[src/rtl/blackjack_table.sv]
// blackjack_table: multi-player blackjack round controller.
//   Deals two cards to every seat and the dealer, then serves seats in index
//   order (hit/stay), lets the dealer draw to DEALER_STAND and writes a result
//   per seat. Cards arrive from an external source over a req/valid handshake.
// Ports:
//   clk, reset (async, active-low)       clock and reset
//   start, hit, stay                     single-cycle control pulses
//   card_req / card_valid / card_value   card handshake (value 0 is rejected)
//   active_player                        seat being served, 0 outside PLAYER
//   player_scores, dealerScoreDisplay    soft-ace-aware scores
//   results                              per seat 00 none, 01 win, 10 lose, 11 tie
//   busy, done                           round in progress / round finished
module blackjack_table #(
    parameter int unsigned NUM_PLAYERS  = 2,
    parameter int unsigned TARGET       = 21,
    parameter int unsigned DEALER_STAND = 17,
    parameter int unsigned SCORE_W      = 8
) (
    input  logic                           clk,
    input  logic                           reset,
    input  logic                           start,
    input  logic                           hit,
    input  logic                           stay,
    output logic                           card_req,
    input  logic                           card_valid,
    input  logic [3:0]                     card_value,
    output logic [2:0]                     active_player,
    output logic [NUM_PLAYERS*SCORE_W-1:0] player_scores,
    output logic [SCORE_W-1:0]             dealerScoreDisplay,
    output logic [2*NUM_PLAYERS-1:0]       results,
    output logic                           busy,
    output logic                           done
);

    // The dealer's hand lives in the slot after the last seat.
    localparam int unsigned Dealer = NUM_PLAYERS;
    localparam int unsigned Hands  = NUM_PLAYERS + 1;

    localparam logic [SCORE_W-1:0] TargetS = SCORE_W'(TARGET);
    localparam logic [SCORE_W-1:0] StandS  = SCORE_W'(DEALER_STAND);
    localparam logic [SCORE_W:0]   TargetW = (SCORE_W+1)'(TARGET);

    typedef enum logic [2:0] {
        StIdle, StDeal, StPlayer, StDealer, StResolve, StDone
    } state_e;

    state_e                  state_q;
    logic                    card_req_q;
    logic [2:0]              seat_q;
    logic [4:0]              deal_cnt_q;
    logic [SCORE_W-1:0]      hard_q [Hands];
    logic                    ace_q  [Hands];
    logic [2*NUM_PLAYERS-1:0] results_q;

    logic [3:0]         card_pts;
    logic               accept;
    logic [3:0]         tgt;
    logic [SCORE_W:0]   sum;
    logic [SCORE_W-1:0] new_hard;
    logic [SCORE_W-1:0] score [Hands];
    logic               all_bust;

    assign card_pts = (card_value > 4'd10) ? 4'd10 : card_value;
    assign accept   = card_req_q && card_valid && (card_value != 4'd0);

    // Hand that receives the card currently being requested.
    always_comb begin
        tgt = 4'(Dealer);
        case (state_q)
            StDeal: begin
                if (deal_cnt_q > 5'(Dealer)) tgt = 4'(deal_cnt_q - 5'(Hands));
                else                         tgt = deal_cnt_q[3:0];
            end
            StPlayer: tgt = {1'b0, seat_q};
            default:  tgt = 4'(Dealer);
        endcase
    end

    // Saturating hard-total add.
    assign sum      = {1'b0, hard_q[tgt]} + (SCORE_W+1)'(card_pts);
    assign new_hard = sum[SCORE_W] ? '1 : sum[SCORE_W-1:0];

    // An ace counts 11 only while that keeps the hand within TARGET.
    always_comb begin
        for (int i = 0; i < Hands; i++) begin
            if (ace_q[i] && (({1'b0, hard_q[i]} + (SCORE_W+1)'(10)) <= TargetW))
                score[i] = hard_q[i] + SCORE_W'(10);
            else
                score[i] = hard_q[i];
        end
    end

    always_comb begin
        all_bust = 1'b1;
        for (int i = 0; i < NUM_PLAYERS; i++) begin
            if (score[i] <= TargetS) all_bust = 1'b0;
        end
    end

    always_ff @(posedge clk or negedge reset) begin
        if (!reset) begin
            state_q    <= StIdle;
            card_req_q <= 1'b0;
            seat_q     <= 3'd0;
            deal_cnt_q <= 5'd0;
            results_q  <= '0;
            for (int i = 0; i < Hands; i++) begin
                hard_q[i] <= '0;
                ace_q[i]  <= 1'b0;
            end
        end else begin
            if (accept) begin
                hard_q[tgt] <= new_hard;
                if (card_pts == 4'd1) ace_q[tgt] <= 1'b1;
                card_req_q <= 1'b0;
            end
            unique case (state_q)
                StIdle, StDone: begin
                    if (start) begin
                        for (int i = 0; i < Hands; i++) begin
                            hard_q[i] <= '0;
                            ace_q[i]  <= 1'b0;
                        end
                        results_q  <= '0;
                        deal_cnt_q <= 5'd0;
                        card_req_q <= 1'b1;
                        state_q    <= StDeal;
                    end
                end
                StDeal: begin
                    if (accept) begin
                        deal_cnt_q <= deal_cnt_q + 5'd1;
                    end else if (!card_req_q) begin
                        if (deal_cnt_q == 5'(2 * Hands)) begin
                            seat_q  <= 3'd0;
                            state_q <= StPlayer;
                        end else begin
                            card_req_q <= 1'b1;
                        end
                    end
                end
                StPlayer: begin
                    // Inputs are ignored while a card is outstanding; stay beats hit.
                    if (!card_req_q) begin
                        if (stay || (score[seat_q] >= TargetS)) begin
                            if (seat_q == 3'(NUM_PLAYERS - 1)) state_q <= StDealer;
                            else                               seat_q  <= seat_q + 3'd1;
                        end else if (hit) begin
                            card_req_q <= 1'b1;
                        end
                    end
                end
                StDealer: begin
                    if (!card_req_q) begin
                        if (all_bust || (score[Dealer] >= StandS)) state_q <= StResolve;
                        else                                       card_req_q <= 1'b1;
                    end
                end
                StResolve: begin
                    for (int i = 0; i < NUM_PLAYERS; i++) begin
                        if (score[i] > TargetS)            results_q[2*i +: 2] <= 2'b10;
                        else if (score[Dealer] > TargetS)  results_q[2*i +: 2] <= 2'b01;
                        else if (score[i] > score[Dealer]) results_q[2*i +: 2] <= 2'b01;
                        else if (score[i] < score[Dealer]) results_q[2*i +: 2] <= 2'b10;
                        else                               results_q[2*i +: 2] <= 2'b11;
                    end
                    state_q <= StDone;
                end
                default: state_q <= StIdle;
            endcase
        end
    end

    assign card_req           = card_req_q;
    assign results            = results_q;
    assign dealerScoreDisplay = score[Dealer];
    assign busy               = (state_q == StDeal) || (state_q == StPlayer) ||
                                (state_q == StDealer) || (state_q == StResolve);
    assign done               = (state_q == StDone);
    assign active_player      = (state_q == StPlayer) ? seat_q : 3'd0;

    for (genvar g = 0; g < NUM_PLAYERS; g++) begin : g_scores
        assign player_scores[g*SCORE_W +: SCORE_W] = score[g];
    end

endmodule
[config.mk]
export PLATFORM = sky130hd
export DESIGN_NAME = blackjack_table
export DESIGN_NICKNAME = d
export VERILOG_FILES = /design/src/rtl/blackjack_table.sv
export SDC_FILE = /design/constraint.sdc
export NUM_CORES = 1
export LEC_CHECK = 0
export CORE_MARGIN = 4
export CORE_UTILIZATION = 58
export CTS_CLUSTER_DIAMETER = 150
export DETAILED_ROUTE_END_ITERATION = 8
export PLACE_DENSITY = 0.86
export SLEW_MARGIN = 10
export SYNTH_ARGS = -nofsm -noshare
export SYNTH_HDL_FRONTEND = slang
export SYNTH_SLANG_ARGS = --single-unit
[constraint.sdc]
create_clock -name clk -period 4.3 [get_ports clk]
set_input_delay 0.645 -clock clk [delete_from_list [all_inputs] [get_ports clk]]
set_output_delay 0.645 -clock clk [all_outputs]
set_load 0.01 [all_outputs]
== Word-level counts from Yosys, hierarchy flattened ==
Cells that the tools add are included.
Widths: inputs -> output; s select.

* Register bits: 43
* Input port bits: 10
* Output and inout bits: 34
* Logic and storage cells: 152

* Add/sub/neg operators: 10
* Order comparisons: 19
* Equal/unequal tests: 19
* Multiplexer cells: 69
* Bitwise logic cells: 3
* Reductions and logical operators: 21

{| class="wikitable"
|+ Operators with widths
! cell !! count
|-
| $mux 24 || 3
|-
| $mux 8 || 9
|-
| $mux 3 || 20
|-
| $bmux 8 s2 || 2
|-
| $add 8x4->9 const B || 3
|-
| $le 9x5->1 const B || 3
|-
| $add 8x4->8 const B || 3
|-
| $bwmux 24 || 1
|-
| $gt 8x5->1 const B || 3
|-
| $ne 2x2->1 const B || 11
|-
| $demux 8 s2 || 1
|-
| $ge 8x5->1 const B || 2
|-
| $gt 8x8->1 || 2
|-
| $le 8x5->1 const B || 2
|-
| $lt 8x8->1 || 2
|-
| $pmux 4 s2 || 2
|-
| $mux 1 || 15
|-
| $pmux 3 s5 || 1
|-
| $mux 2 || 6
|-
| $mux 4 || 3
|-
| $mux 5 || 2
|-
| $pmux 5 s2 || 1
|-
| $add 8x4->9 || 1
|-
| $reduce_and 9->1 || 1
|-
| other kinds (28) || 42
|}

== Longest topological paths before layout ==
* Depth after elaboration: 13
* Depth in mapped cells: 18
* Gate-level depth less buffers: 16

== Least setup slack after synthesis ==
No wires, ideal clock.

* Path kind: flip-flop to flip-flop
* Start point: reg deal_cnt_q[0]
* End point: reg hard_q[14] (netlist name)
* Library setup time: 0.132 ns
* Arrival: 3.336 ns
* Data required time: 4.168 ns
* Path slack: 0.832 ns
* Stages on the path, launching flop included: 18
* Buffers on the path: 2
* Period minus slack after synthesis: 3.468 ns
* Path through: dfrtp_1 -> inv_1 -> ha_1 -> nand2b_1 -> and3_1 -> o31a_1 -> buf_2 -> clkbuf_1 -> a21oi_1 -> o21ai_0 -> ha_1 -> fa_1 -> a21oi_1 -> o21bai_1 -> nand3_1 -> mux2_2 -> mux2i_1 -> nor2_1

* Word-level cells in the longest chain between the ends: 13
* Elaborated cells between the ends (all ways): 19
* Classes of those cells: 2 x add/sub; 3 x order compare; 12 x mux; 1 x bitwise; 1 x reduce/logical

{| class="wikitable"
|+ Ends and longest elaborated chain
! what !! line !! RTL
|-
| start: declaration || 50 || <nowiki>logic [4:0] deal_cnt_q;</nowiki>
|-
| start signal: assignment || 132 || <nowiki>deal_cnt_q <= deal_cnt_q + 5'd1;</nowiki>
|-
| $sub 4x2->4 or $gt 5x2->1 (tied branches) || 71 || <nowiki>if (deal_cnt_q > 5'(Dealer)) tgt = 4'(deal_cnt_q - 5'(Hands));</nowiki>
|-
| $mux 4 (*) || 71 ||
|-
| $pmux 4 s2 (*) || 69 || <nowiki>case (state_q)</nowiki>
|-
| $not 4->5 (not written as such) (*) || 80, 113 ||
|-
| $bmux 8 s2 || 80 || <nowiki>assign sum = {1'b0, hard_q[tgt]} + (SCORE_W+1)'(card_pts);</nowiki>
|-
| $mux 8 (not written as such) (2 in series) || 80 ||
|-
| $add 8x4->9 || 80 ||
|-
| $mux 8 || 81 || <nowiki>assign new_hard = sum[SCORE_W] ? '1 : sum[SCORE_W-1:0];</nowiki>
|-
| $bwmux 24 (*) || 113 || <nowiki>hard_q[tgt] <= new_hard;</nowiki>
|-
| $mux 24 (*) || 112 || <nowiki>if (accept) begin</nowiki>
|-
| $mux 24 || 119 || <nowiki>if (start) begin</nowiki>
|-
| $mux 24 (*) || 117 || <nowiki>unique case (state_q)</nowiki>
|-
| end signal: indexed assignment || 113 ||
|-
| end: declaration || 51 || <nowiki>logic [SCORE_W-1:0] hard_q [Hands];</nowiki>
|}

Mark *: on every way between the ends. The rest lies on a longest branch, timed or not. The select of a mux whose other input is x is not followed.
A chain may end at the register's enable or synchronous reset.

== Worst setup path in the final report ==
* Start point: reg state_q[2]
* End point: reg hard_q[17] (netlist name)

* Word-level cells in the longest chain between the ends: 12
* Elaborated cells between the ends (all ways): 21
* Classes of those cells: 1 x add/sub; 2 x order compare; 3 x eq/ne; 11 x mux; 1 x bitwise; 3 x reduce/logical

{| class="wikitable"
|+ Ends and longest elaborated chain
! what !! line !! RTL
|-
| start: declaration || 47 || <nowiki>state_e state_q;</nowiki>
|-
| start signal: assignment || 102 || <nowiki>state_q <= StIdle;</nowiki>
|-
| start signal: assignment || 127 || <nowiki>state_q <= StDeal;</nowiki>
|-
| start signal: assignment || 136 || <nowiki>state_q <= StPlayer;</nowiki>
|-
| $eq 3x2->1 or $eq 3x1->1 (tied branches) || 69 ||
|-
| $pmux 4 s2 || 69 ||
|-
| $not 4->5 (not written as such) || 80, 113 ||
|-
| $bmux 8 s2 || 80 ||
|-
| $mux 8 (not written as such) (2 in series) || 80 ||
|-
| $add 8x4->9 || 80 ||
|-
| $mux 8 || 81 ||
|-
| $bwmux 24 || 113 ||
|-
| $mux 24 || 112 ||
|-
| $mux 24 || 119 ||
|-
| $mux 24 (*) || 117 ||
|}

Marked as above.

==> qor.yml <==
rr_worst_depth: 14
cap_violations: 0
fin_crit_sh_pct: 90.8
cpLargestDelayFamily: "simple AND/OR/NAND/NOR gates"
dr.pass1.iters: 5
fillers: 581
setup.worst_path.start_class: "register"
finalHoldViolations: 0
slew_headroom_pct: 35.2
powerDensity_nw_per_um2: 678
end_kind: "register"
io_buffers: 43
coreArea_um2: 6940
clock-sinks: 43
routed_wl_um: 11400
drive_above_1_share_pct: 7.43
grt_max_degree: 44
ys_types: 77
crit_required_ns: 4.50
synth-xor-area-share_pct: 4.77
cts_max_level: 2
gr-usage-all-layers_pct: 26.6
ff2ff_setup_slack_ns: 0.40
rows: 30
synth_compound_area_share_pct: 23.9
area_growth_pct: 11.6
ir_drop_mv: 0.315
antenna_left: 0
drt_iter0_drc: 318
path_class: "register to register"
root_buffer: "clkbuf_8"
cts_tree: "done"
mostFrequentLayoutCells: "52 x nor2_1, 44 x nand2_1, 43 x dfrtp_1"
grt_overflow_total: 0
cp_cell_sequence: "or3b_1, o32ai_2, nor2_2, and2_1, nand2_1, o21ai_0, ha_1, fa_1, a21oi_1, o21bai_1, nand2_1, nor3_2, nor2_1, a211oi_1"
insertion_delay_ns: 0.30
reg2reg_from: "state_q[2]$_DFFE_PN0P_"
cts.repair.resized: 0
tns_ns: 0
hold_path_class: "input port to async pin"
clk_pin_slew_ns: 0.08
pin_count: 44
synth_top_family_by_area: "compound AO/OA/AOI/OAI gates"
gp_congestion: 0.956
seq_area_um2: 1080
cp_common_cell: "nand2_1"
fmax_mhz: 256
period_minus_slack_ns: 3.90
yosys.area_share.simple_pct: 22.2
slowest_stage: "dfrtp_1"
post_cts_buffers: 0
slowest_delay_ns: 0.60
drc: 0
crit_fanout: 14
multi_input_comb_area_um2: 2870
crit_buf_inv: 0
fp.dieH_um: 93.3
final_core_util_pct: 67.9
finalSetupViolCount: 0
die_area_um2: 8710
synth_ff_type: "dfrtp_1"
rsz0062_at_grt: "false"
clk_path_buf_depth: 2
synth_edf_count: 0
grt_pass1_vias: 3702
avgSynthCellArea_um2: 8.12
final_cells: 634
wl_per_cell_um: 17.9
viasPerCell: 6.35
r2r_end: "hard_q[17]$_DFF_PN0_"
ctsHoldBuffers: 0
final_common_cell: "nor2_1"
cp.arrival_ns: 4.11
finalMaxSlewViolations: 0
fin_nets: 581
synth-async-reset-ratio_pct: 100
synthMuxAreaShare_pct: 6.58
fin_skew_ns: 0.00661
die_x_um: 93.3
outcome: "finished, final reports clean"
grt_pass1_wl_um: 18300
dp_cells: 626
numCtsBuffers: 5
yosysSeqAreaShare_pct: 25.5
synth_fa_ha_area_share_pct: 10.3
yosys_warnings: 0
vias: 4028
start_util_pct: 60.8
ys_seq_elements: 43
synthCells: 520
antenna_found_initial: 0
diodes: 0
netlist_area_um2: 4220
hpwl_um: 8790
worst_slew_pin_slew_ns: 0.967
synthesis.nets: 564
p_leak_nw: 2.08
routing by layer:
metal	global-route usage, %	up-vias	part of all wire (%)
li1	-	1894	-
met1	35.9	1915	43
met2	41.9	185	46
met3	3.78	34	7.4
met4	12.2	0	3.5
met5	0	-	0
kinds of logic (layout without fill, tap and decap cells):
| kind of cell | after synthesis | in the layout |
|---|---|---|
| compound gates | 148 | 148 |
| fa+ha+maj | 34 | 34 |
| xor+xnor | 23 | 23 |
| flops | 43 | 43 |
| buf+inv | 65 | 83 |
| simple gates | 180 | 180 |
| mux | 27 | 27 |
Yosys cell counts, drive strengths merged (3+ instances only):
cell type,instances,area (µm²)
a21o,13,97.6
a2bb2oi,3,43.8
nor3b,3,27.5
a31o,4,35.0
xnor2,9,78.8
mux2,3,33.8
xor2,14,123
ha,33,413
o21bai,3,22.5
inv,26,97.6
nor2,53,201
o2bb2ai,3,32.5
o2111a,3,33.8
o211ai,5,47.5
and3,3,18.8
or3,3,18.8
nor4b,3,26.3
buf,17,106
dfrtp,43,1080
nand3,7,35.0
nand4,7,43.8
and3b,3,26.3
o2111ai,4,41.3
nor4,4,31.3
o21ai,36,180
a31oi,5,31.3
nand2b,7,43.8
o21a,3,22.5
mux2i,24,244
nor2b,12,75.1
or2,3,21.3
a21oi,37,189
clkbuf,22,82.6
nand2,44,165
and2,11,71.3
a211oi,8,60.1
nor3,9,65.1
o22ai,6,37.5
per-stage QoR:
stage	power [mW]	cell area [µm²]	setup slack, ns	hold WS [ns]
final	3.20	4710	0.397	0.497
after floorplan	2.29	4220	0.832	0.349
after global placement	2.83	4630	0.626	0.480
after global routing	3.47	4710	0.0555	0.539
after detailed placement	2.92	4630	0.474	0.490
after CTS	3.18	4710	0.441	0.510
state kept, by name, indices dropped and copies added (netlist names):
signal,cells
card_req,1
results,4
hard_q,24
state_q,3
ace_q,3
deal_cnt_q,5
seat_q,3
power breakdown:
group / total [mW] / switching (mW) / internal (mW)
registers: 0.807 / 0.288 / 0.519
clock network: 0.254 / 0.140 / 0.114
logic: 2.14 / 1.20 / 0.934
layout make-up:
type,instances,area share [%]
Clock buffer,6,1.54
Clock inverter,2,0.265
Inverter,26,2.07
Multi-Input combinational cell,412,60.8
Sequential cell,43,22.8
Tap cell,96,2.55
Timing Repair Buffer,49,9.98
worst register-to-register path, stage by stage, from the launching register on:
cell	delay [ns]
dfrtp_1	0.60
or3b_1	0.38
o32ai_2	0.14
nor2_2	0.54
and2_1	0.38
nand2_1	0.08
o21ai_0	0.09
ha_1	0.21
fa_1	0.21
a21oi_1	0.07
o21bai_1	0.30
nand2_1	0.15
nor3_2	0.29
nor2_1	0.12
a211oi_1	0.24
how the worst max path moves through the flow:
stage,start,end,cells past startpoint
after floorplan,deal_cnt_q[0]$_DFFE_PN0P_,hard_q[14]$_DFF_PN0_,17
after global placement,state_q[2]$_DFFE_PN0P_,hard_q[18]$_DFF_PN0_,14
after detailed placement,state_q[2]$_DFFE_PN0P_,hard_q[16]$_DFF_PN0_,14
after CTS,state_q[2]$_DFFE_PN0P_,hard_q[16]$_DFF_PN0_,14
after global routing,state_q[2]$_DFFE_PN0P_,hard_q[18]$_DFF_PN0_,14
final,state_q[2]$_DFFE_PN0P_,hard_q[17]$_DFF_PN0_,14
Note: power is estimated with default switching activity, not from simulation.
